### config.mk
export PLATFORM = sky130hd
export DESIGN_NAME = i2s_tdm_clk_gen
export DESIGN_NICKNAME = d
export VERILOG_FILES = /design/src/rtl/i2s_tdm_clk_gen.sv
export SDC_FILE = /design/constraint.sdc
export NUM_CORES = 1
export LEC_CHECK = 0
export BUFFER_PORTS_ARGS = -buffer_cell sky130_fd_sc_hd__buf_2
export CAP_MARGIN = 0
export CORE_AREA = 2 2 71 46
export CTS_BUF_LIST = sky130_fd_sc_hd__clkbuf_16
export DETAILED_ROUTE_END_ITERATION = 8
export DIE_AREA = 0 0 73 48
export PLACE_DENSITY = 0.82
export SYNTH_ARGS = -nofsm -noshare
export SYNTH_HDL_FRONTEND = slang
export SYNTH_SLANG_ARGS = --single-unit
### constraint.sdc
create_clock -name mclk -period 2.98 [get_ports mclk]
set_input_delay 0 -clock mclk [delete_from_list [all_inputs] [get_ports mclk]]
set_output_delay 0 -clock mclk [all_outputs]
set_load 0.05 [all_outputs]
### src/rtl/i2s_tdm_clk_gen.sv
// Serial-audio clock generator on mclk: sclk, lrck/frame sync, mclk-domain edge strobes and
// slot/bit indices for I2S, left-justified and TDM (DSP-A) framing with frame-aligned start/stop.
//
// state   | meaning
// IDLE    | stopped, all outputs at reset values
// PREROLL | one pre-roll bit ahead of the first frame
// RUN     | framing; en only sampled at the last-bit point
// DRAIN   | final bit of the last frame; stop at its end
module i2s_tdm_clk_gen #(
    parameter int MCLK_DIV_SCLK = 4,
    parameter int SLOT_WIDTH    = 32,
    parameter int NUM_SLOTS     = 2,
    parameter int MODE          = 0,
    localparam int BW = $clog2(SLOT_WIDTH),
    localparam int SW = (NUM_SLOTS > 2) ? $clog2(NUM_SLOTS) : 1
) (
    input  logic          mclk,
    input  logic          arst,
    input  logic          en,
    output logic          sclk,
    output logic          lrck,
    output logic          sclk_rise,
    output logic          sclk_fall,
    output logic [BW-1:0] bit_idx,
    output logic [SW-1:0] slot_idx,
    output logic          frame_start,
    output logic          busy
);

    localparam logic [10:0]   DIV_HALF   = 11'(MCLK_DIV_SCLK / 2 - 1);
    localparam logic [10:0]   DIV_LAST   = 11'(MCLK_DIV_SCLK - 1);
    localparam logic [BW-1:0] BIT_LAST   = BW'(SLOT_WIDTH - 1);
    localparam logic [SW-1:0] SLOT_LAST  = SW'(NUM_SLOTS - 1);
    localparam logic [SW-1:0] SLOT_HALF  = SW'(NUM_SLOTS / 2);
    localparam logic          IDLE_LRCK  = (MODE == 0);
    localparam logic          PRE_LRCK   = (MODE == 2);

    typedef enum logic [1:0] {IDLE, PREROLL, RUN, DRAIN} state_t;

    state_t        state, state_nx;
    logic [10:0]   div_cnt, div_nx;
    logic          sclk_nx, rise_nx, fall_nx, fs_nx, busy_nx, lrck_nx;
    logic [BW-1:0] bit_nx, adv_bit;
    logic [SW-1:0] slot_nx, adv_slot, peek_slot;
    logic          bit_wrap, adv_first, adv_last, lrck_enter;

    // Position of the bit entered at the next sclk_fall, and the slot after that bit's slot
    assign bit_wrap  = (bit_idx == BIT_LAST);
    assign adv_bit   = bit_wrap ? '0 : bit_idx + BW'(1);
    assign adv_slot  = !bit_wrap ? slot_idx : ((slot_idx == SLOT_LAST) ? '0 : slot_idx + SW'(1));
    assign peek_slot = (adv_slot == SLOT_LAST) ? '0 : adv_slot + SW'(1);
    assign adv_first = (adv_bit == '0) && (adv_slot == '0);
    assign adv_last  = (adv_bit == BIT_LAST) && (adv_slot == SLOT_LAST);

    // I2S looks one bit ahead so lrck leads the slot boundary by one sclk
    always_comb begin
        if (MODE == 0)
            lrck_enter = (adv_bit == BIT_LAST) ? (peek_slot >= SLOT_HALF) : (adv_slot >= SLOT_HALF);
        else if (MODE == 1)
            lrck_enter = (adv_slot < SLOT_HALF);
        else
            lrck_enter = adv_last;
    end

    always_comb begin
        state_nx = state;
        div_nx   = div_cnt;
        sclk_nx  = sclk;
        rise_nx  = 1'b0;
        fall_nx  = 1'b0;
        fs_nx    = 1'b0;
        busy_nx  = busy;
        bit_nx   = bit_idx;
        slot_nx  = slot_idx;
        lrck_nx  = lrck;
        case (state)
            IDLE: begin
                if (en) begin
                    state_nx = PREROLL;
                    div_nx   = '0;
                    sclk_nx  = 1'b0;
                    fall_nx  = 1'b1;
                    busy_nx  = 1'b1;
                    bit_nx   = BIT_LAST;
                    slot_nx  = SLOT_LAST;
                    lrck_nx  = PRE_LRCK;
                end
            end
            default: begin
                div_nx = div_cnt + 11'd1;
                if (div_cnt == DIV_HALF) begin
                    sclk_nx = 1'b1;
                    rise_nx = 1'b1;
                end
                if (div_cnt == DIV_LAST) begin
                    div_nx  = '0;
                    sclk_nx = 1'b0;
                    if (state == DRAIN) begin
                        state_nx = IDLE;
                        busy_nx  = 1'b0;
                        bit_nx   = '0;
                        slot_nx  = '0;
                        lrck_nx  = IDLE_LRCK;
                    end else begin
                        fall_nx = 1'b1;
                        bit_nx  = adv_bit;
                        slot_nx = adv_slot;
                        fs_nx   = adv_first;
                        // Stopping holds lrck so the next frame's early event never shows
                        if (state == RUN && adv_last && !en)
                            state_nx = DRAIN;
                        else
                            lrck_nx = lrck_enter;
                        if (state == PREROLL && adv_first)
                            state_nx = RUN;
                    end
                end
            end
        endcase
    end

    always_ff @(posedge mclk or posedge arst) begin
        if (arst) begin
            state       <= IDLE;
            div_cnt     <= '0;
            sclk        <= 1'b0;
            sclk_rise   <= 1'b0;
            sclk_fall   <= 1'b0;
            frame_start <= 1'b0;
            busy        <= 1'b0;
            bit_idx     <= '0;
            slot_idx    <= '0;
            lrck        <= IDLE_LRCK;
        end else begin
            state       <= state_nx;
            div_cnt     <= div_nx;
            sclk        <= sclk_nx;
            sclk_rise   <= rise_nx;
            sclk_fall   <= fall_nx;
            frame_start <= fs_nx;
            busy        <= busy_nx;
            bit_idx     <= bit_nx;
            slot_idx    <= slot_nx;
            lrck        <= lrck_nx;
        end
    end

endmodule

After elaboration in Yosys (flattened, before gate mapping)
Index checks and enable logic that the tools add are counted.

storage, ports and cells
  register bits after elaboration = 25
  bits of input ports = 3
  word-level logic and storage cells = 85

cells by class
  multiplexer cells = 42
  bitwise operators = 1
  reduce and logical (&&, ||, !) cells = 17
  add/sub/neg operators = 4
  equality and inequality tests = 9
  order comparisons = 2

operators by type and width
  kind                     count
  $mux W11                 3
  $mux W1                  28
  $mux W5                  5
  $mux W2                  6
  $add A11 B1 Y11 const B  1
  $eq A11 B1 Y1 const B    1
  $eq A11 B2 Y1 const B    1
  $eq A5 B5 Y1 const B     2
  $reduce_and A3 Y1        3
  $add A5 B1 Y5 const B    1
  $logic_and A1 B1 Y1      5
  $logic_not A5 Y1         1
  $eq A2 B2 Y1 const B     2
  $reduce_and A2 Y1        2
  $reduce_bool A2 Y1       2
  $reduce_bool A4 Y1       1
  $ne A3 B2 Y1 const B     1
  $reduce_bool A3 Y1       1
  $add A1 B1 Y1 const B    2
  $eq A2 B1 Y1 const B     1
  $ge A1 B1 Y1 const B     2
  $logic_not A2 Y1         1
  $ne A2 B2 Y1 const B     1
  $logic_not A1 Y1         1
  $not A1 Y1               1

Logic depth before layout (Yosys ltp)
Gate-level depths: netlist of run 1.

  depth in word-level cells = 11
  gate-level depth with buffers = 13
  mapped depth without buffers = 12

Least setup slack after synthesis of run 1
Ideal clock, no wire load.

  path kind = reg2reg
  start point = register bit_idx[0]
  end point = register state[1]
  period minus slack after synthesis = 3.027 ns
  arrival time = 2.899 ns
  data required time = 2.853 ns
  slack = -0.047 ns
  stages on the path, launching flop included = 14
  path buffers = 1
  cell sequence = dfrtp_1 > ha_1 > and3_1 > ha_1 > buf_6 > nor2b_1 > mux2i_1 > nor3_1 > ha_1 > nand2_1 > or2_2 > nor3b_1 > a21boi_2 > mux2_1

on the way
  word-level cells in the longest chain between the ends = 9

ends and longest elaborated chain
  item                                            RTL line  source
  from (decl)                                     24        output logic [BW-1:0] bit_idx,
  from (signal assigned)                          142       bit_idx <= bit_nx;
  $add A5 B1 Y5 or $eq A5 B5 Y1 (tied branches)   49, 48
  $mux W5 or $mux W1 (tied branches)              49, 50
  $logic_not A5 Y1 or $not A1 Y1 (tied branches)  52        assign adv_first = (adv_bit == '0) && (adv_slot == '0);
  $logic_and A1 B1 Y1                             52
  $logic_and A1 B1 Y1                             114       if (state == PREROLL && adv_first)
  $mux W2                                         114
  $mux W2                                         98        if (state == DRAIN) begin
  $mux W2                                         95        if (div_cnt == DIV_LAST) begin
  $mux W2                                         76        case (state)
  to (signal assigned)                            135       state <= state_nx;
  to (decl)                                       40        state_t state, state_nx;

Parallel ways exist; a longest one is shown, timed or not. The select of a mux whose other input is x is not followed.
A chain may end at the register's enable or synchronous reset.

Worst setup path after layout of run 1
Ends and elaborated chain as after synthesis.

==> results.toml, run 1 <==
[placement]
dp_cells = 197
hpwl_mm = 2.30
gp_congestion = 0.968
io_buffers = 14

[global_routing]
grt_usage_pct = 20.3
antenna_found_initial = 0
overflow = 0
grt_max_degree = 26
grt_pass1_vias = 1035
grt_pass1_wl_mm = 5.11

[synthesis]
postSynth.asyncResetShare_pct = 100
synth.avg_cell_area_sq_um = 9.66
synth_nets = 168
synth_cell_type_count = 40
ys_seq_area_share_pct = 42.1
synth_cells = 154
ys_ff_latch = 25
yosys_warnings = 0
synth_flop_cell = "dfrtp_1"
synth_edf_count = 0
syn_area_sq_um = 1490

[finish]
final_cells = 202
fin_nets = 183
drive_gt1_share_pct = 18.5
num_antenna_cells = 0
syn_to_final_growth_pct = 11.9
fin_util_pct = 59.6

[routing]
vias = 1174
routed_wirelength_mm = 3.17
via_per_inst = 5.81
final_antenna_net_count = 0
drcViolationCount = 0
drt-initial-drc-count = 126
wl_per_cell_um = 15.7
drtPass1Iterations = 4

[sta]
setup_viol = 0
fin_tns_setup_ps = 0
slew_violations = 0
max_freq_mhz = 351
min_period_ps = 2850
worst_pin_slew_ps = 921
hold_violations = 0
fin_crit_sh_pct = 95.6
maxSlewHeadroom_pct = 38.5
finClkSkew_ps = 5.03
hold_slack_ps = 155

[setup_path]
r2r-start = "bit_idx[0]"
path_buf_inv = 0
cp_common_cell = "ha_2"
cp_top_family = "simple AND/OR/NAND/NOR gates"
arrival_ps = 2990
critPathSlowestCell = "dfrtp_2"
path_cells = "ha_2, and3_1, ha_2, nor2b_1, mux2i_1, nor3_1, ha_1, nand2_1, or2_2, nor3b_1, a21boi_2, mux2_1"
crit_type = "register to register"
crit_fanout = 7
crit_path_start = "bit_idx[0]"
critPathLaunchType = "register"
cpPeakStageDelay_ps = 440
cp-end-kind = "register"
crit_required_ps = 3120

[die]
initial_core_util_pct = 53.2
die_area_sq_um = 3500
fp.dieW_um = 73
rows = 15
io_pins = 15
core_sq_um = 2800
fp.dieH_um = 48

[clock_tree]
clock-root-buffer = "clkbuf_16"
cts_made_buffers = 3
clock-sinks = 25
htree_levels = 1
clk_path_buf_depth = 2
cts_tree = "yes"
clkTransAtPathRegs_ps = 60
clk_latency_ps = 260
post_cts_buffers = 0

[min_path]
holdCritStartpoint = "en"
hold_class = "input port to register"

[power_and_ir_drop]
p_int_w = 0.000521
ir_drop_mv = 0.227
pwr-share-clk_pct = 45.5
powerDensity_nw_per_um2 = 384
total_power_w = 0.000640
switchingPower_w = 0.000119
p_leak_nw = 0.695
combinationalPowerShare_pct = 1.5
p_sw_share_pct = 18.6
power_frac_seq_pct = 53.0

[outcome]
status = "completed"

[job]
drv_cap = 0
[sequential cells by signal, summed over array words and instances, names as in the netlist]
signal       count
busy             1
lrck             1
frame_start      1
sclk             1
sclk_rise        1
bit_idx          5
state            2
slot_idx         1
sclk_fall        1
div_cnt         11
[repair_timing]
action / 4_1_cts / 5_1_grt
hold buffers: 1 / 0
endpoints found under the hold margin: 24 / 0
endpoints found under the setup margin: 0 / 1
gates resized for setup: 0 / 2
[synthesized netlist by cell type (2+ instances only)]
library cell | instances | area share (%)
nand2_1 | 16 | 4.0
buf_6 | 2 | 1.5
o22a_1 | 2 | 1.2
and2_1 | 2 | 0.84
nor2_1 | 11 | 2.8
nor3_1 | 4 | 1.3
and3_1 | 2 | 0.84
o31ai_1 | 4 | 2.0
ha_1 | 11 | 9.3
o21ai_1 | 3 | 1.0
o21ai_0 | 16 | 5.4
nand3_1 | 4 | 1.3
dfrtp_1 | 24 | 40
a21oi_1 | 6 | 2.0
and4_1 | 2 | 1.2
clkbuf_1 | 3 | 0.76
xor2_1 | 5 | 2.9
nor2b_1 | 4 | 1.7
nor4_4 | 2 | 2.9
inv_1 | 8 | 2.0
or2_2 | 2 | 0.84
nor4_1 | 2 | 0.84
xnor2_1 | 2 | 1.2
[cell families (layout without fill, tap and decap cells)]
family / count (synthesis) / after routing / synth area share (%)
xor+xnor: 7 / 7 / 4.12
mux: 2 / 2 / 1.43
buf+inv: 14 / 28 / 4.63
flops: 25 / 25 / 42.1
compound gates: 37 / 37 / 15.1
fa+ha+maj: 11 / 11 / 9.25
simple gates: 58 / 58 / 23.3
[per-stage QoR]
stage / setup slack, ps / instance area, sq um
floorplan: 82.0 / 1490
detailed placement: 101 / 1570
global placement: 200 / 1570
CTS: 70.9 / 1660
finish: 131 / 1670
global route: -5.96 / 1670
[cells in the final DEF (no fill, tap or decap), drive strengths merged, types with 3 or more instances in the layout]
master,Yosys,routed
a21oi,6,6
buf,3,15
clkbuf,3,3
dfrtp,24,24
ha,11,11
inv,8,9
nand2,17,17
nand3,5,5
nor2,11,11
nor2b,4,4
nor3,4,4
nor4,4,4
o21ai,19,19
o31ai,4,4
xor2,5,5
[metal layers]
layer | share of wire [%] | GRT usage, % | wire, um | vias up
met3 | 6.7 | 5.05 | 211 | 4
met5 | 0 | 0 | 0 | -
li1 | - | - | - | 568
met4 | 1.1 | 5.56 | 34 | 0
met1 | 46 | 27.8 | 1450 | 565
met2 | 46 | 32.8 | 1470 | 37
[cell type report]
| cell class | count | area, sq um |
|---|---|---|
| Sequential cell | 25 | 629 |
| Clock buffer | 3 | 75.1 |
| Inverter | 8 | 30.0 |
| Timing Repair Buffer | 16 | 87.6 |
| Tap cell | 34 | 42.5 |
| Fill cell | 218 | 1130 |
| Clock inverter | 1 | 3.75 |
| Multi-Input combinational cell | 115 | 797 |
[path summary, 6_finish.rpt]
kind,end,slack [ps],cells past startpoint
max in group asynchronous,bit_idx[0],1860,3
max reg2reg,state[1],130,12
max,state[1],130,12
min reg2reg,lrck,490,1
min in group asynchronous,sclk,480,3
min,state[0],160,4
[power by group through the flow]
stage                     clock network, W    logic, W  registers, W
after global routing              0.000308   0.0000110      0.000339
after global placement                   0  0.00000862      0.000346
after floorplan                          0  0.00000504      0.000346
after detailed placement                 0  0.00000884      0.000346
final                             0.000291  0.00000932      0.000339
after CTS                         0.000293  0.00000986      0.000339
[worst min-delay path: stages]
cell	delay (ps)
buf_2	130
nor2_1	50
o21ai_0	130
a21oi_1	60
Note: power is estimated with default switching activity, not from simulation.
==> run 2: changes to the inputs <==
Settings changed: CELL_PAD_IN_SITES_DETAIL_PLACEMENT set to 0, CELL_PAD_IN_SITES_GLOBAL_PLACEMENT set to 1, CORE_AREA 2 2 71 46 to 2 2 78 50, DIE_AREA 0 0 73 48 to 0 0 80 52, PLACE_DENSITY 0.82 to 0.86.
==> run 2 against run 1 <==
Final cell count up 6.4%. Die area up 19%. Power down 0.41%. Setup slack better by 55 ps. Largest cell class unchanged. Sequential share of layout area down 0.50 points. Largest power group unchanged. Count of clock-buffer cells in the layout unchanged. Wire length down 9.2%.
==> results.toml, run 2 (synthesis gave the netlist of run 1 again) <==
[sta]
setup_viol = 0
hold_violations = 0
rsz0062_at_grt = "false"
fin_crit_sh_pct = 93.8
worst_pin_slew_ps = 943
max_freq_mhz = 358
slew_violations = 0
maxSlewHeadroom_pct = 37.1
hold_slack_ps = 163
fin_tns_setup_ps = 0
finClkSkew_ps = 2.00
setup_ws_ps = 186
min_period_ps = 2790

[setup_path]
arrival_ps = 2930
cp-end-kind = "register"
r2r_end = "state[1]"
crit_type = "register to register"
critPathLaunchType = "register"
reg2reg_depth = 11
crit_path_start = "bit_idx[0]"
crit_required_ps = 3110
endpoint = "state[1]"
r2r_setup_slack_ps = 190
crit_fanout = 7
r2r-start = "bit_idx[0]"

[placement]
gp_congestion = 0.901
hpwl_mm = 2.13
io_buffers = 14
dp_slack_ps = 122
place_area_sq_um = 1590

[routing]
drcViolationCount = 0
highest_layer = "met4"
vias = 1137
m1WireLength_mm = 1.50
drt-initial-drc-count = 70
wl_per_cell_um = 13.4
dr_wl_met3_um = 135
via_per_inst = 5.29
met2_wirelength_mm = 1.21
final_antenna_net_count = 0
drtPass1Iterations = 4
routed_wirelength_mm = 2.87

[die]
fp.dieW_um = 80
initial_core_util_pct = 42.6
core_sq_um = 3490
rows = 17
die_area_sq_um = 4160
io_pins = 15
fp.dieH_um = 52

[job]
drv_cap = 0

[power_and_ir_drop]
powerDensity_nw_per_um2 = 378
p_leak_nw = 0.690
total_power_w = 0.000637
ir_drop_mv = 0.214

[global_routing]
grt_pass1_vias = 1022
antenna_found_initial = 0
overflow = 0
grt_usage_pct = 15.4
grt_max_degree = 26
grt_pass1_wl_mm = 4.89

[finish]
layout_common_cells = "dfrtp_1, nand2_1, o21ai_0"
top_register = "div_cnt"
num_antenna_cells = 0
postLayoutCellArea_sq_um = 1690
final_common_cell = "dfrtp_1"
top_regs = "div_cnt: 11 flops, bit_idx: 5 flops, state: 2 flops"
largest_reg_flops = 11
n_fill_cell = 329
drive_gt1_share_pct = 19.6
syn_to_final_growth_pct = 13.5
fin_nets = 183

[clock_tree]
htree_levels = 1
clock-sinks = 25
cts_made_buffers = 3
cts_tree = "yes"
clock-root-buffer = "clkbuf_16"
clkTransAtPathRegs_ps = 60
clk_latency_ps = 250
clk_path_buf_depth = 2

[outcome]
status = "completed"

[min_path]
hold_class = "input port to register"
-- run 2: critical path, cell delays in order (launching register included) --
cell and delay (ps):
dfrtp_2 440, ha_1 250, and3_1 200, ha_2 340, nand3_1 80, nor3_1 200, ha_1 180, nand2_1 60
or2_2 280, nor3b_1 150, a21boi_2 150, mux2_1 330
-- run 2: per-layer routing --
metal  global-route usage, %  vias up
met2                    22.2       32
met3                    3.65        2
met1                    23.7      538
met4                    2.54        0
met5                       0        -
li1                        -      565
-- run 2: final cells by class --
cell class / count / area (sq um) / area share [%]
Clock buffer: 3 / 75.1 / 4.45
Clock inverter: 1 / 3.75 / 0.222
Inverter: 8 / 30.0 / 1.78
Multi-Input combinational cell: 115 / 803 / 47.6
Sequential cell: 25 / 629 / 37.3
Tap cell: 47 / 58.8 / 3.48
Timing Repair Buffer: 16 / 87.6 / 5.19
-- run 2: worst min path at each step --
stage            endpoint  slack (ps)  startpoint  cells after the start
6_report        sclk_fall         160          en                      3
5_1_grt          slot_idx         180          en                      3
3_3_place_gp         sclk         250        arst                      2
2_1_floorplan  bit_idx[2]          30        arst                      1
3_5_place_dp         busy         260        arst                      2
4_1_cts          state[0]         160          en                      4
-- run 2: stage by stage --
step,utilization (%),cells
after global placement,45.5,210
after detailed placement,45.5,210
after global routing,48.4,215
final,48.4,215
after floorplan,-,154
after CTS,48.1,215
-- run 2: repair_timing --
item	CTS	global route
setup buffers	0	0
hold buffers	1	0
gates resized for setup	0	4
endpoints found under the setup margin	0	1
hold endpoints to repair	24	0
-- run 2: power breakdown --
| part | total, W | switching (W) | internal, W |
|---|---|---|---|
| clock | 0.000288 | 0.000109 | 0.000179 |
| sequential | 0.000339 | 0 | 0.000339 |
| combinational | 0.00000944 | 0.00000758 | 0.00000186 |
